[src/rtl/secand_pini_nk.sv]
// N-share, K-bit masked AND gadget: two register stages (partial products, then
// share compression) with ready/valid flow control and a randomness-starvation counter.
module secand_pini_nk #(
  parameter int N  = 3,
  parameter int K  = 32,
  parameter int CW = 16,
  localparam int RW = N*(N-1)/2*K
) (
  input  logic          clk_i,
  input  logic          rst_ni,
  input  logic          i_dvld,
  input  logic          i_rvld,
  output logic          o_irdy,
  input  logic [RW-1:0] i_n,
  input  logic [N*K-1:0] i_x,
  input  logic [N*K-1:0] i_y,
  input  logic          i_ordy,
  output logic [N*K-1:0] o_c,
  output logic          o_dvld,
  output logic [CW-1:0] o_starve_cnt
);

  // Lexicographic index of unordered share pair {a,b}, a != b.
  function automatic int pair_idx(input int a, input int b);
    int lo;
    int hi;
    lo = (a < b) ? a : b;
    hi = (a < b) ? b : a;
    return lo*N - (lo*(lo+1))/2 + (hi - lo - 1);
  endfunction

  function automatic logic [K-1:0] cross_term(input logic [K-1:0] xi,
                                              input logic [K-1:0] yj,
                                              input logic [K-1:0] r);
    return (xi & yj) ^ r;
  endfunction

  logic          v1_q, v1_d;
  logic          v2_q, v2_d;
  logic [K-1:0]  q_q [N];
  logic [K-1:0]  q_d [N];
  logic [K-1:0]  u_q [N][N];
  logic [K-1:0]  u_d [N][N];
  logic [N*K-1:0] c_q, c_d;
  logic [CW-1:0] starve_q, starve_d;
  logic [K-1:0]  acc;
  logic          xfer;
  logic          adv1;

  assign adv1   = v1_q & (~v2_q | i_ordy);
  assign o_irdy = ~v1_q | adv1;
  assign xfer   = i_dvld & i_rvld & o_irdy;

  // Stage 1: inner and masked cross products, loaded only on an input transfer
  // so each randomness word is used exactly once. Diagonal u entries stay zero.
  always_comb begin
    for (int i = 0; i < N; i++) begin
      q_d[i] = q_q[i];
      for (int j = 0; j < N; j++) begin
        u_d[i][j] = u_q[i][j];
      end
    end
    if (xfer) begin
      for (int i = 0; i < N; i++) begin
        q_d[i] = i_x[i*K +: K] & i_y[i*K +: K];
        for (int j = 0; j < N; j++) begin
          if (j != i) begin
            u_d[i][j] = cross_term(i_x[i*K +: K], i_y[j*K +: K],
                                   i_n[pair_idx(i, j)*K +: K]);
          end
        end
      end
    end
  end

  // Stage 2: compress registered terms into output shares; holds while stalled.
  always_comb begin
    c_d = c_q;
    acc = '0;
    if (adv1) begin
      for (int i = 0; i < N; i++) begin
        acc = q_q[i];
        for (int j = 0; j < N; j++) begin
          if (j != i) begin
            acc = acc ^ u_q[i][j];
          end
        end
        c_d[i*K +: K] = acc;
      end
    end
  end

  always_comb begin
    v1_d = v1_q;
    if (xfer) begin
      v1_d = 1'b1;
    end else if (adv1) begin
      v1_d = 1'b0;
    end

    v2_d = v2_q;
    if (adv1) begin
      v2_d = 1'b1;
    end else if (i_ordy) begin
      v2_d = 1'b0;
    end

    starve_d = starve_q;
    if (i_dvld && !i_rvld && (starve_q != {CW{1'b1}})) begin
      starve_d = starve_q + CW'(1);
    end
  end

  always_ff @(posedge clk_i or negedge rst_ni) begin
    if (!rst_ni) begin
      v1_q     <= 1'b0;
      v2_q     <= 1'b0;
      c_q      <= '0;
      starve_q <= '0;
      for (int i = 0; i < N; i++) begin
        q_q[i] <= '0;
        for (int j = 0; j < N; j++) begin
          u_q[i][j] <= '0;
        end
      end
    end else begin
      v1_q     <= v1_d;
      v2_q     <= v2_d;
      c_q      <= c_d;
      starve_q <= starve_d;
      q_q      <= q_d;
      u_q      <= u_d;
    end
  end

  assign o_c          = c_q;
  assign o_dvld       = v2_q;
  assign o_starve_cnt = starve_q;

endmodule

[config.mk]
export PLATFORM = sky130hd
export DESIGN_NAME = secand_pini_nk
export DESIGN_NICKNAME = d
export VERILOG_FILES = /design/src/rtl/secand_pini_nk.sv
export SDC_FILE = /design/constraint.sdc
export NUM_CORES = 1
export LEC_CHECK = 0
export CORE_ASPECT_RATIO = 1.2
export CORE_MARGIN = 2
export CORE_UTILIZATION = 37
export CTS_BUF_LIST = sky130_fd_sc_hd__clkbuf_4
export DETAILED_ROUTE_END_ITERATION = 6
export GPL_TIMING_DRIVEN = 0
export HOLD_SLACK_MARGIN = 0.12
export PLACE_DENSITY = 0.71
export SYNTH_ARGS = -nofsm -noshare
export SYNTH_HDL_FRONTEND = slang
export SYNTH_SLANG_ARGS = --single-unit
[constraint.sdc]
create_clock -name clk_i -period 4.6 [get_ports clk_i]
set_input_delay 0.92 -clock clk_i [delete_from_list [all_inputs] [get_ports clk_i]]
set_output_delay 0.92 -clock clk_i [all_outputs]
set_load 0.005 [all_outputs]
Yosys cells after proc, flatten, opt, wreduce, memory -nomap -nowiden
Cells that the tools add are included.

word-level totals
  register bits = 402
  word-level logic and storage cells = 55

cells by class
  add/sub/neg operators = 1
  equality and inequality tests = 1
  multiplexer cells = 7
  bitwise logic cells = 28
  reductions and logical operators = 5

operators with widths
  cell                     count
  $xor A32 B32 Y32         12
  $and A32 B32 Y32         9
  $mux W32                 3
  $add A16 B1 Y16 const B  1
  $ne A16 B16 Y1 const B   1
  $mux W1                  4
  $reduce_bool A2 Y1       2
  $and A1 B1 Y1            3
  $logic_and A1 B1 Y1      2
  $not A1 Y1               2
  $or A1 B1 Y1             2
  $logic_not A1 Y1         1

Longest topological paths before layout
Gate-level depths: netlist of run 1.

  depth in word-level cells = 6
  mapped depth = 7
  depth with buffers taken out = 5

Least setup slack after synthesis of run 1
No wires, ideal clock.

  kind = input port to flip-flop
  start = input i_ordy
  end = register q_q[51] (netlist name)
  library setup time = 83 ps
  arrival = 1991 ps
  data required time = 4517 ps
  path slack = 2526 ps
  stages = 7
  cells stage by stage = nand3b_1 > nand3_1 > buf_2 > buf_2 > buf_2 > nand2_1 > o21ai_0

on the way
  longest elaborated chain between the ends = 4

ends and longest elaborated chain
  what                  line  source
  from (decl)           17    input logic i_ordy,
  $or A1 B1 Y1          50    assign adv1 = v1_q & (~v2_q | i_ordy);
  $and A1 B1 Y1         50
  $or A1 B1 Y1          51    assign o_irdy = ~v1_q | adv1;
  $and A1 B1 Y1         52    assign xfer = i_dvld & i_rvld & o_irdy;
  to (signal assigned)  131   q_q <= q_d;
  to (decl)             40    logic [K-1:0] q_q [N];

No other way between the ends.
A chain may end at the register's enable or synchronous reset.

Final worst setup path of run 1
  start = input i_ordy
  end = output o_irdy

on the way
  longest elaborated chain between the ends = 3

ends and longest elaborated chain
  what           line  source
  $or A1 B1 Y1   50
  $and A1 B1 Y1  50
  $or A1 B1 Y1   51
  to (decl)      13    output logic o_irdy,

No other way between the ends.

==> results.cfg, run 1 <==
[synth]
synthTopCellsByArea = dfrtp_1 (54%), xor2_1 (14%), nand2_1 (14%), o21ai_0 (10%), xnor2_1 (4.6%)
yosys.area.top_type_share_pct = 53.9
yosysTopAreaCell = dfrtp_1
synth_cell_types = 28
async_flop_share_pct = 100
ys_seq_area_share_pct = 53.9
netlist_area_sq_um = 18700
synth.most_common_cell = nand2_1
syn_inst = 1988
ys_ff_latch = 402
ys_top_cells_by_count = nand2_1 (683), dfrtp_1 (402), o21ai_0 (386)
syn-num-nets = 2282
synth_flop_cell = dfrtp_1
syn_area_per_cell_sq_um = 9.39
synth_edf_count = 0
yosys_warnings = 0

[power_and_ir_drop]
switchingPower_mw = 3.36
swShare_pct = 31.5
pwr-share-clk_pct = 27.7
intPower_mw = 7.29
power_frac_comb_pct = 26.9
power_per_cell_area_nw_per_um2 = 428
vdd_ir_drop_max_mv = 0.182
seqPwrFrac_pct = 45.5
power_mw = 10.6
p_leak_nw = 11.3

[run_status]
status = complete, no violations

[timing]
max_freq_ghz = 0.332
max-slew-margin-rel_pct = 38.5
finalWorstSetupSlack_ns = 1.59
tightestPinTransition_ns = 0.922
hold_ws_ns = 0.478
rsz0062_at_grt = no
final.min_clock_period_ns = 3.01
post-route-period-util_pct = 65.4
hold_viol = 0
finalMaxSlewViolations = 0
fin_skew_ns = 0.0379
finalSetupViolCount = 0

[hold_path]
hold_path.class = reg -> reg
hold_end = o_c[26]
min_path_cells = 2
min_from = o_c[26]

[drt]
num_vias = 16100
wire_per_inst_um = 19.9
dr.pass1.iters = 5
ant_nets = 0
drc = 0
totalWireLength_um = 64200
vias_per_cell = 4.98
dr.first_iter.drc_count = 908

[critical_path]
cp.depth = 3
critical_path_class = in -> out
endpoint_kind = output port
start_kind = input pin
r2r-end = u_q[206]
required_ns = 3.68
crit_slowest_cell = clkdlybuf4s50_1
path_buf_inv = 2
worst-r2r-cell-count = 5
cpMostUsedCell = clkdlybuf4s50_1
r2r-start = o_dvld
path_cells = clkdlybuf4s50_1 > nand3b_1 > clkdlybuf4s50_1
critPathMaxStageDelay_ns = 0.52
worstPathArrival_ns = 2.09
critical_path.top_delay_family = buffers and inverters
crit_fanout = 3
reg2reg_setup_slack_ns = 2.02

[clocking]
clk_path_buf_depth = 3
clock_sinks = 402
clk_pin_slew_worst_paths_ns = 0.07
cts_buffers = 102
ctsHtreeMaxLevel = 3
insertion_delay_ns = 0.86
cts_tree = done
root_buffer = clkbuf_4

[global_routing]
grt_pass1_vias = 16700
track_usage_pct = 24.6
antenna_found_initial = 15
grt_pass1_wl_um = 96100
grt_max_degree = 129
overflow = 0

[floorplanning]
die_w_um = 209
die_h_um = 250
rows = 90
core_area_sq_um = 50100
initial_utilization_pct = 37.3
pin_count = 407
die_area_sq_um = 52300

[finish]
multi_input_area_sq_um = 8250
seq_area_sq_um = 10100
utilization_pct = 49.6
fillers = 4616
final_nets = 2796
syn_to_final_growth_pct = 33.2
drive_gt1_share_pct = 7.78
design_area_sq_um = 24900

[placement]
place_hpwl_um = 46600
placed_cell_area_sq_um = 23600
place.gp.congestion = 0.849
port_buffers = 406
post-place-ws_ns = 0.856

[flow_run]
drv_cap = 0
layer usage:
metal  share of wire (%)  vias to the layer above  track usage [%]
li1                    -                     7478                -
met3                 5.8                      152             4.99
met1                  40                     7837             29.4
met5               0.037                        -                0
met2                  50                      587             42.2
met4                 4.3                        4             12.6
stage by stage:
stage                     setup TNS, ns  cells
after floorplan                       0   1988
after global placement         -5766.97   3038
after detailed placement              0   3041
after CTS                             0   3214
after global routing                  0   3225
final                                 0   3225
sequential cells by signal, indices dropped and copies added (netlist names):
| signal | flops |
|---|---|
| u_q | 192 |
| o_c | 96 |
| q_q | 96 |
| o_starve_cnt | 16 |
| o_dvld | 1 |
| v1_q | 1 |
worst register-to-register path: stages, from the launching register on:
cell and delay (ns):
dfrtp_1 0.37, nand3b_1 0.15, nand3_1 0.44, clkbuf_1 0.49, clkbuf_1 0.74, o21ai_0 0.23
logic make-up (layout without fill, tap and decap cells):
family,after synthesis,after routing,share of synthesized area [%]
adders and majority gates,1,1,0.0670
muxes,1,1,0.0804
other,0,11,0
xor gates and xnor gates,398,398,18.7
buffers and inverters,84,666,1.94
and+or+nand+nor,715,715,15.0
DFF,402,402,53.9
AOI/OAI and AO/OA,387,387,10.4
final cells by class:
cell class	instances	share of cell area [%]
Sequential cell	402	40.4
Clock inverter	31	0.614
Multi-Input combinational cell	1502	33.2
Buffer	84	1.45
Tap cell	644	3.24
Clock buffer	141	4.26
Antenna cell	11	0.111
Timing Repair Buffer	410	16.7
worst max path at each step:
stage | endpoint | slack, ns | startpoint
global placement | u_q[34] | -14.42 | rst_ni
finish | o_irdy | 1.59 | i_ordy
detailed placement | u_q[218] | 0.86 | i_ordy
global route | o_irdy | 1.53 | i_ordy
CTS | o_irdy | 1.59 | i_ordy
floorplan | q_q[51] | 2.53 | i_ordy
layout by cell type, fill, tap and decap left out, drive strengths merged:
cell type        n
nand2          683
clkdlybuf4s50  405
dfrtp          402
o21ai          386
xor2           301
clkbuf         187
xnor2           97
buf             42
clkinv          27
diode           11
nor3             8
nand4            5
nand2b           3
inv              3
nor2             3
and3             2
nand3            2
nor4b            2
and4             1
nor2b            1
o2111ai          1
or3              1
or2              1
nor3b            1
mux2             1
nor4             1
nand3b           1
ha               1
bufinv           1
dlygate4sd3      1
what timing repair did:
| action | CTS | global route |
|---|---|---|
| endpoints found under the hold margin | 45 | 0 |
| setup buffers | 0 | 0 |
| hold buffers | 1 | 0 |
| gates resized for setup | 0 | 0 |
power groups by stage:
stage	combinational [mW]	sequential, mW	clock (mW)
floorplan	1.20	4.80	0
global placement	2.81	4.87	0
detailed placement	2.88	4.89	0
CTS	2.89	4.84	3.02
global route	3.14	4.92	3.19
finish	2.86	4.84	2.95
Note: power is estimated with default switching activity, not from simulation.
==> run 2: changes to the inputs <==
==> constraint.sdc (replaced) <==
create_clock -name clk_i -period 3 [get_ports clk_i]
set_input_delay 0.6 -clock clk_i [delete_from_list [all_inputs] [get_ports clk_i]]
set_output_delay 0.6 -clock clk_i [all_outputs]
set_load 0.005 [all_outputs]
==> results of run 2 <==
The final DEF is identical to that of run 1. Status: complete, no violations.
Among the figures that moved: setup slack after placement 0.856 ns -> -0.424 ns; setup slack after layout 1.59 ns -> 0.419 ns; hold slack 0.478 ns -> 0.245 ns; start point of the critical path i_ordy -> o_dvld; end point of the critical path o_irdy -> u_q[206]; register-to-register setup slack 2.02 ns -> 0.42 ns; total power 10.6 mW -> 16.3 mW; worst IR drop on VDD 0.182 mV -> 0.278 mV
